File: config.mk
export PLATFORM = sky130hd
export DESIGN_NAME = gbf_fill_controller
export DESIGN_NICKNAME = d
export VERILOG_FILES = /design/src/rtl/gbf_fill_controller.sv
export SDC_FILE = /design/constraint.sdc
export NUM_CORES = 2
export LEC_CHECK = 0
export CAP_MARGIN = 15
export CORE_AREA = 2 2 615 617
export DETAILED_ROUTE_END_ITERATION = 8
export DIE_AREA = 0 0 617 619
export GPL_TIMING_DRIVEN = 0
export PLACE_DENSITY = 0.34
export SETUP_SLACK_MARGIN = 0.3
export SLEW_MARGIN = 20
export SYNTH_ARGS = -nofsm -noshare
export SYNTH_HDL_FRONTEND = slang
export SYNTH_SLANG_ARGS = --single-unit
File: constraint.sdc
create_clock -name clk -period 4.2 [get_ports clk]
set_input_delay 0.84 -clock clk [delete_from_list [all_inputs] [get_ports clk]]
set_output_delay 0.84 -clock clk [all_outputs]
set_load 0.05 [all_outputs]
File: src/rtl/gbf_fill_controller.sv
// Stream loader for one gbf double buffer: writes fixed-size tiles alternately
// into buffer 1 and buffer 2 and publishes their ready/data_avail status.
module gbf_fill_controller #(
    parameter int unsigned DATA_BITWIDTH     = 512,
    parameter int unsigned ADDR_BITWIDTH     = 5,
    parameter int unsigned DEPTH             = 32,
    parameter int unsigned TILE_WORDS        = 32,
    parameter int unsigned NUM_TILES         = 8,
    parameter int unsigned TILE_CNT_BITWIDTH = 4
) (
    input  logic                     clk,
    input  logic                     reset,
    input  logic                     in_valid,
    input  logic [DATA_BITWIDTH-1:0] in_data,
    output logic                     in_ready,
    input  logic                     gbf1_need_data,
    input  logic                     gbf2_need_data,
    output logic                     en1a,
    output logic                     we1a,
    output logic [ADDR_BITWIDTH-1:0] addr1a,
    output logic [DATA_BITWIDTH-1:0] w_data1a,
    output logic                     en2a,
    output logic                     we2a,
    output logic [ADDR_BITWIDTH-1:0] addr2a,
    output logic [DATA_BITWIDTH-1:0] w_data2a,
    output logic                     buf1_ready,
    output logic                     buf2_ready,
    output logic                     data_avail,
    output logic                     all_loaded
);

    // Last word address of a tile, clamped so the write address never leaves the buffer.
    localparam int unsigned LAST_ADDR = ((TILE_WORDS < DEPTH) ? TILE_WORDS : DEPTH) - 1;

    typedef enum logic [2:0] {
        IDLE,
        FILL1,
        FILL2,
        COMMIT,
        DONE
    } state_t;

    state_t                     state;
    state_t                     state_nxt;
    logic [ADDR_BITWIDTH-1:0]   word_cnt;
    logic [TILE_CNT_BITWIDTH-1:0] tile_cnt;
    logic                       target;
    logic                       accept;
    logic                       last_word;
    logic                       commit;

    assign last_word  = (word_cnt == ADDR_BITWIDTH'(LAST_ADDR));
    assign accept     = in_valid & in_ready;
    assign commit     = (state == COMMIT);
    assign data_avail = buf1_ready | buf2_ready;

    always_ff @(posedge clk or negedge reset) begin
        if (!reset) begin
            state <= IDLE;
        end else begin
            state <= state_nxt;
        end
    end

    always_comb begin
        state_nxt  = state;
        in_ready   = 1'b0;
        all_loaded = 1'b0;
        case (state)
            IDLE: begin
                if (tile_cnt == TILE_CNT_BITWIDTH'(NUM_TILES)) begin
                    state_nxt = DONE;
                end else if (!target && !buf1_ready) begin
                    state_nxt = FILL1;
                end else if (target && !buf2_ready) begin
                    state_nxt = FILL2;
                end
            end
            FILL1, FILL2: begin
                in_ready = 1'b1;
                if (in_valid && last_word) begin
                    state_nxt = COMMIT;
                end
            end
            COMMIT: begin
                state_nxt = IDLE;
            end
            DONE: begin
                all_loaded = 1'b1;
            end
            default: begin
                state_nxt = IDLE;
            end
        endcase
    end

    always_ff @(posedge clk or negedge reset) begin
        if (!reset) begin
            word_cnt <= '0;
            tile_cnt <= '0;
            target   <= 1'b0;
        end else if (commit) begin
            word_cnt <= '0;
            tile_cnt <= tile_cnt + 1'b1;
            target   <= ~target;
        end else if (accept && !last_word) begin
            word_cnt <= word_cnt + 1'b1;
        end
    end

    // Write strobes are registered: one cycle after acceptance, held for one cycle.
    always_ff @(posedge clk or negedge reset) begin
        if (!reset) begin
            en1a     <= 1'b0;
            we1a     <= 1'b0;
            addr1a   <= '0;
            w_data1a <= '0;
            en2a     <= 1'b0;
            we2a     <= 1'b0;
            addr2a   <= '0;
            w_data2a <= '0;
        end else begin
            en1a <= accept && (state == FILL1);
            we1a <= accept && (state == FILL1);
            en2a <= accept && (state == FILL2);
            we2a <= accept && (state == FILL2);
            if (accept && (state == FILL1)) begin
                addr1a   <= word_cnt;
                w_data1a <= in_data;
            end
            if (accept && (state == FILL2)) begin
                addr2a   <= word_cnt;
                w_data2a <= in_data;
            end
        end
    end

    // A commit to a buffer takes priority over a simultaneous drain request.
    always_ff @(posedge clk or negedge reset) begin
        if (!reset) begin
            buf1_ready <= 1'b0;
            buf2_ready <= 1'b0;
        end else begin
            if (commit && !target) begin
                buf1_ready <= 1'b1;
            end else if (gbf1_need_data) begin
                buf1_ready <= 1'b0;
            end
            if (commit && target) begin
                buf2_ready <= 1'b1;
            end else if (gbf2_need_data) begin
                buf2_ready <= 1'b0;
            end
        end
    end

endmodule
==> impl_summary.log <==
[metrics] Placed Instances: 8827
[metrics] worst reg2reg startpoint: state[0]$_DFFE_PN0P_
[metrics] all-layer global routing usage: 0.129
[metrics] Post-Place Worst Slack: 0.0650 ns
[metrics] remaining routing DRC violations: 0
[metrics] number of buffers on the longest clock path: 4
[metrics] Detail Placement HPWL: 215000 µm
[metrics] row count: 225
[metrics] transition time at the pin with the least slew margin: 1.11 ns
[metrics] syn avg cell area: 17.3 µm²
[metrics] start point of the worst hold path: tile_cnt[3]$_DFFE_PN0N_
[metrics] path category of the worst min-delay check: reg2reg
[metrics] overall die width: 617 µm
[metrics] CP startpoint kind: input pin
[metrics] post-synthesis xor/xnor area fraction: 0.00134
[metrics] combinational family with the most area after synthesis: multiplexers
[metrics] Max Clock Freq: 0.283 GHz
[metrics] R2R depth: 6
[metrics] Antenna Violating Nets Remaining: 0
[metrics] Setup Viol. Count Final: 0
[metrics] Post-Syn Nets: 2786
[metrics] utilization after layout: 0.177
[metrics] Routability Congestion: 0.848
[metrics] destination of the worst hold path: tile_cnt[3]$_DFFE_PN0N_
[metrics] final-stage net count: 4507
[metrics] Synth async-reset ratio: 1.00
[metrics] worst slew margin relative to its limit: 0.257
[metrics] via count of the first global-routing pass: 29700
[metrics] min setup slack post-route: 0.663 ns
[metrics] fill cell count: 40800
[metrics] average detailed-routed wire length per instance: 28.1 µm
[metrics] number of buffer cells added on primary ports: 1559
[metrics] proportion of synthesized area in mux cells: 0.297
[metrics] H-tree levels: 4
[metrics] number of clock buffers inserted by TritonCTS: 149
[metrics] post-synthesis sequential area ratio: 0.670
[metrics] first-pass GRT wire length: 325000 µm
[metrics] buffers inserted by post-CTS timing repair: 0
[metrics] adder-cell share of the synthesized area: 0.00128
[metrics] Total Die Area: 0.382 mm²
[metrics] Via Count: 27400
[metrics] r2r setup slk: 1.50 ns
[metrics] outcome: completed
[metrics] first-pass iteration count of the detailed router: 5
[metrics] synthesized instance count: 2265
[metrics] Post-Route Setup TNS: 0 ns
[metrics] category of the critical setup timing path: in2async
[metrics] cells taking the most area after synthesis: sky130_fd_sc_hd__dfrtp_1 67%, sky130_fd_sc_hd__mux2_2 29%, sky130_fd_sc_hd__buf_4 1.8%
[metrics] placeable core region: 0.375 mm²
[metrics] Max-cap violations: 0
[metrics] share of cells above drive strength 1: 0.338
[metrics] root buf cell: sky130_fd_sc_hd__clkbuf_16
[metrics] post-synthesis cell type count: 35
[metrics] critical path data arrival time: 4.36 ns
[metrics] synth-to-layout area growth: 68.7%
[metrics] post-route fraction of the period consumed by the critical path: 0.842
[metrics] vias per cell: 3.01
[metrics] sum of routed wire length over all layers: 256000 µm
[metrics] basic-gate share of the synthesized area counting and, or, nand and nor cells: 0.00478
[metrics] dominant cell type by area after synthesis: sky130_fd_sc_hd__dfrtp_1
[metrics] critical path required time: 5.02 ns
[metrics] global route total overflow: 0
[metrics] Synth Flop Type: sky130_fd_sc_hd__dfrtp_1
[metrics] latest clock arrival within the worst-skew pair: 0.82 ns
[metrics] initial standard-cell utilization of the core: 0.105
[metrics] hold path cells: 1
[metrics] Final Max Tran Viols: 0
[metrics] number of flops mapped to enable cells by yosys: 0
[metrics] fraction of the mapped netlist area in compound gates: 0.00191
[metrics] count of final hold-check violations: 0
[metrics] clock tree sinks: 1051
[metrics] most numerous cell in the Yosys netlist: sky130_fd_sc_hd__dfrtp_1
[metrics] Worst Skew: 0.0346 ns
[metrics] I/O pin cnt: 1560
[metrics] CTS tree: built
[metrics] worst r2r dst: w_data2a[495]$_DFFE_PN0P_
[metrics] shortest clock period the worst path allows after layout: 3.54 ns
[metrics] fraction of synthesized cell area taken by the top area cell type: 0.670
[metrics] fin cells: 9097
[metrics] Netlist Area Pre-Place: 0.0392 mm²
[metrics] number of warning messages in the yosys log: 0
[metrics] most common library cells after synthesis: 1051 x sky130_fd_sc_hd__dfrtp_1, 1015 x sky130_fd_sc_hd__mux2_2, 96 x sky130_fd_sc_hd__buf_4
[metrics] die outline height: 619 µm
[metrics] clock-pin slew on the worst setup and hold paths: 0.06 ns
[metrics] setup repair after global routing missed its margin: true
[metrics] antenna violations before repair: 67
[metrics] category of the worst setup path capture point: async pin
[metrics] post-synthesis sequential element count: 1051
[metrics] detailed router's first-iteration violation count: 1135
[metrics] maximum fanout along the worst path: 125
[metrics] maximum number of pins on one net before global-route repair: 130
[per-stage QoR]
step,cell area [µm²],hold slack [ns]
after floorplan,39200,0.446
final,66200,0.482
after detailed placement,61300,0.475
after global routing,66200,0.501
after CTS,66200,0.488
after global placement,61100,0.470
[worst max-delay path, stage by stage]
cell	delay, ns
sky130_fd_sc_hd__dlygate4sd3_1	0.61
sky130_fd_sc_hd__buf_16	0.48
sky130_fd_sc_hd__buf_16	0.49
sky130_fd_sc_hd__buf_16	0.38
sky130_fd_sc_hd__buf_16	0.42
sky130_fd_sc_hd__buf_16	0.46
[placed cells by master (no fill, tap or decap), types with 6 or more instances in the layout]
master                            instances
sky130_fd_sc_hd__buf_16                   9
sky130_fd_sc_hd__buf_2                   31
sky130_fd_sc_hd__buf_4                   96
sky130_fd_sc_hd__bufinv_16                7
sky130_fd_sc_hd__clkbuf_1                33
sky130_fd_sc_hd__clkbuf_16              157
sky130_fd_sc_hd__clkbuf_8                28
sky130_fd_sc_hd__clkdlybuf4s50_1       1544
sky130_fd_sc_hd__clkinv_2                16
sky130_fd_sc_hd__dfrtp_1               1051
sky130_fd_sc_hd__diode_2                 15
sky130_fd_sc_hd__mux2_1                  19
sky130_fd_sc_hd__mux2_2                1015
sky130_fd_sc_hd__nand2_1                  7
sky130_fd_sc_hd__o21ai_0                  6
[kinds of logic (layout without fill, tap and decap cells)]
| group | count (synthesis) | after routing |
|---|---|---|
| muxes | 1036 | 1036 |
| AOI/OAI and AO/OA | 13 | 13 |
| other | 0 | 15 |
| adders and majority gates | 4 | 4 |
| buffers and inverters | 126 | 1949 |
| DFF | 1051 | 1051 |
| and+or+nand+nor | 29 | 29 |
| xor gates and xnor gates | 6 | 6 |
[routing by layer]
layer / up-vias / GRT usage / wire [µm]
met3: 280 / 0.0542 / 24400
met4: 16 / 0.0320 / 6540
met2: 1148 / 0.235 / 132000
met5: - / 0 / 95
li1: 11500 / - / -
met1: 14400 / 0.137 / 92700
[cell type report]
type                    instances  area, µm²  area share
repair buffers               1570      15800       0.239
well taps                    4994       6250      0.0944
clock buffers                 216       4410      0.0666
clock inverters                37        443     0.00669
flip-flops and latches       1051      26300       0.397
plain buffers                 121        892      0.0135
multi-input cells            1088      12000       0.182
inverters                       5       18.8    0.000283
diodes                         15       37.5    0.000567
[worst max-delay path by stage]
stage	startpoint	slack [ns]	endpoint
2_1_floorplan	state[0]$_DFFE_PN0P_	1.68	all_loaded
3_3_place_gp	reset	-51.77	w_data1a[387]$_DFFE_PN0P_
3_5_place_dp	reset	0.07	w_data1a[410]$_DFFE_PN0P_
4_1_cts	reset	0.35	w_data1a[389]$_DFFE_PN0P_
5_1_grt	reset	0.29	w_data1a[389]$_DFFE_PN0P_
6_report	reset	0.66	w_data1a[415]$_DFFE_PN0P_
[flip-flops by register name, summed over array words and instances (netlist names)]
register    cells
addr1a          5
addr2a          5
buf1_ready      1
buf2_ready      1
state           3
target          1
tile_cnt        4
w_data1a      512
w_data2a      512
we1a            1
we2a            1
word_cnt        5
[what timing repair did]
item,in CTS,in global routing
hold buffers,1,0
resized for setup,0,1
hold endpoints to repair,65,0
endpoints found under the setup margin,0,125
Power is left out: the tool's default activity adds up to more than one toggle a clock period on the data nets, which glitch-free logic cannot reach.
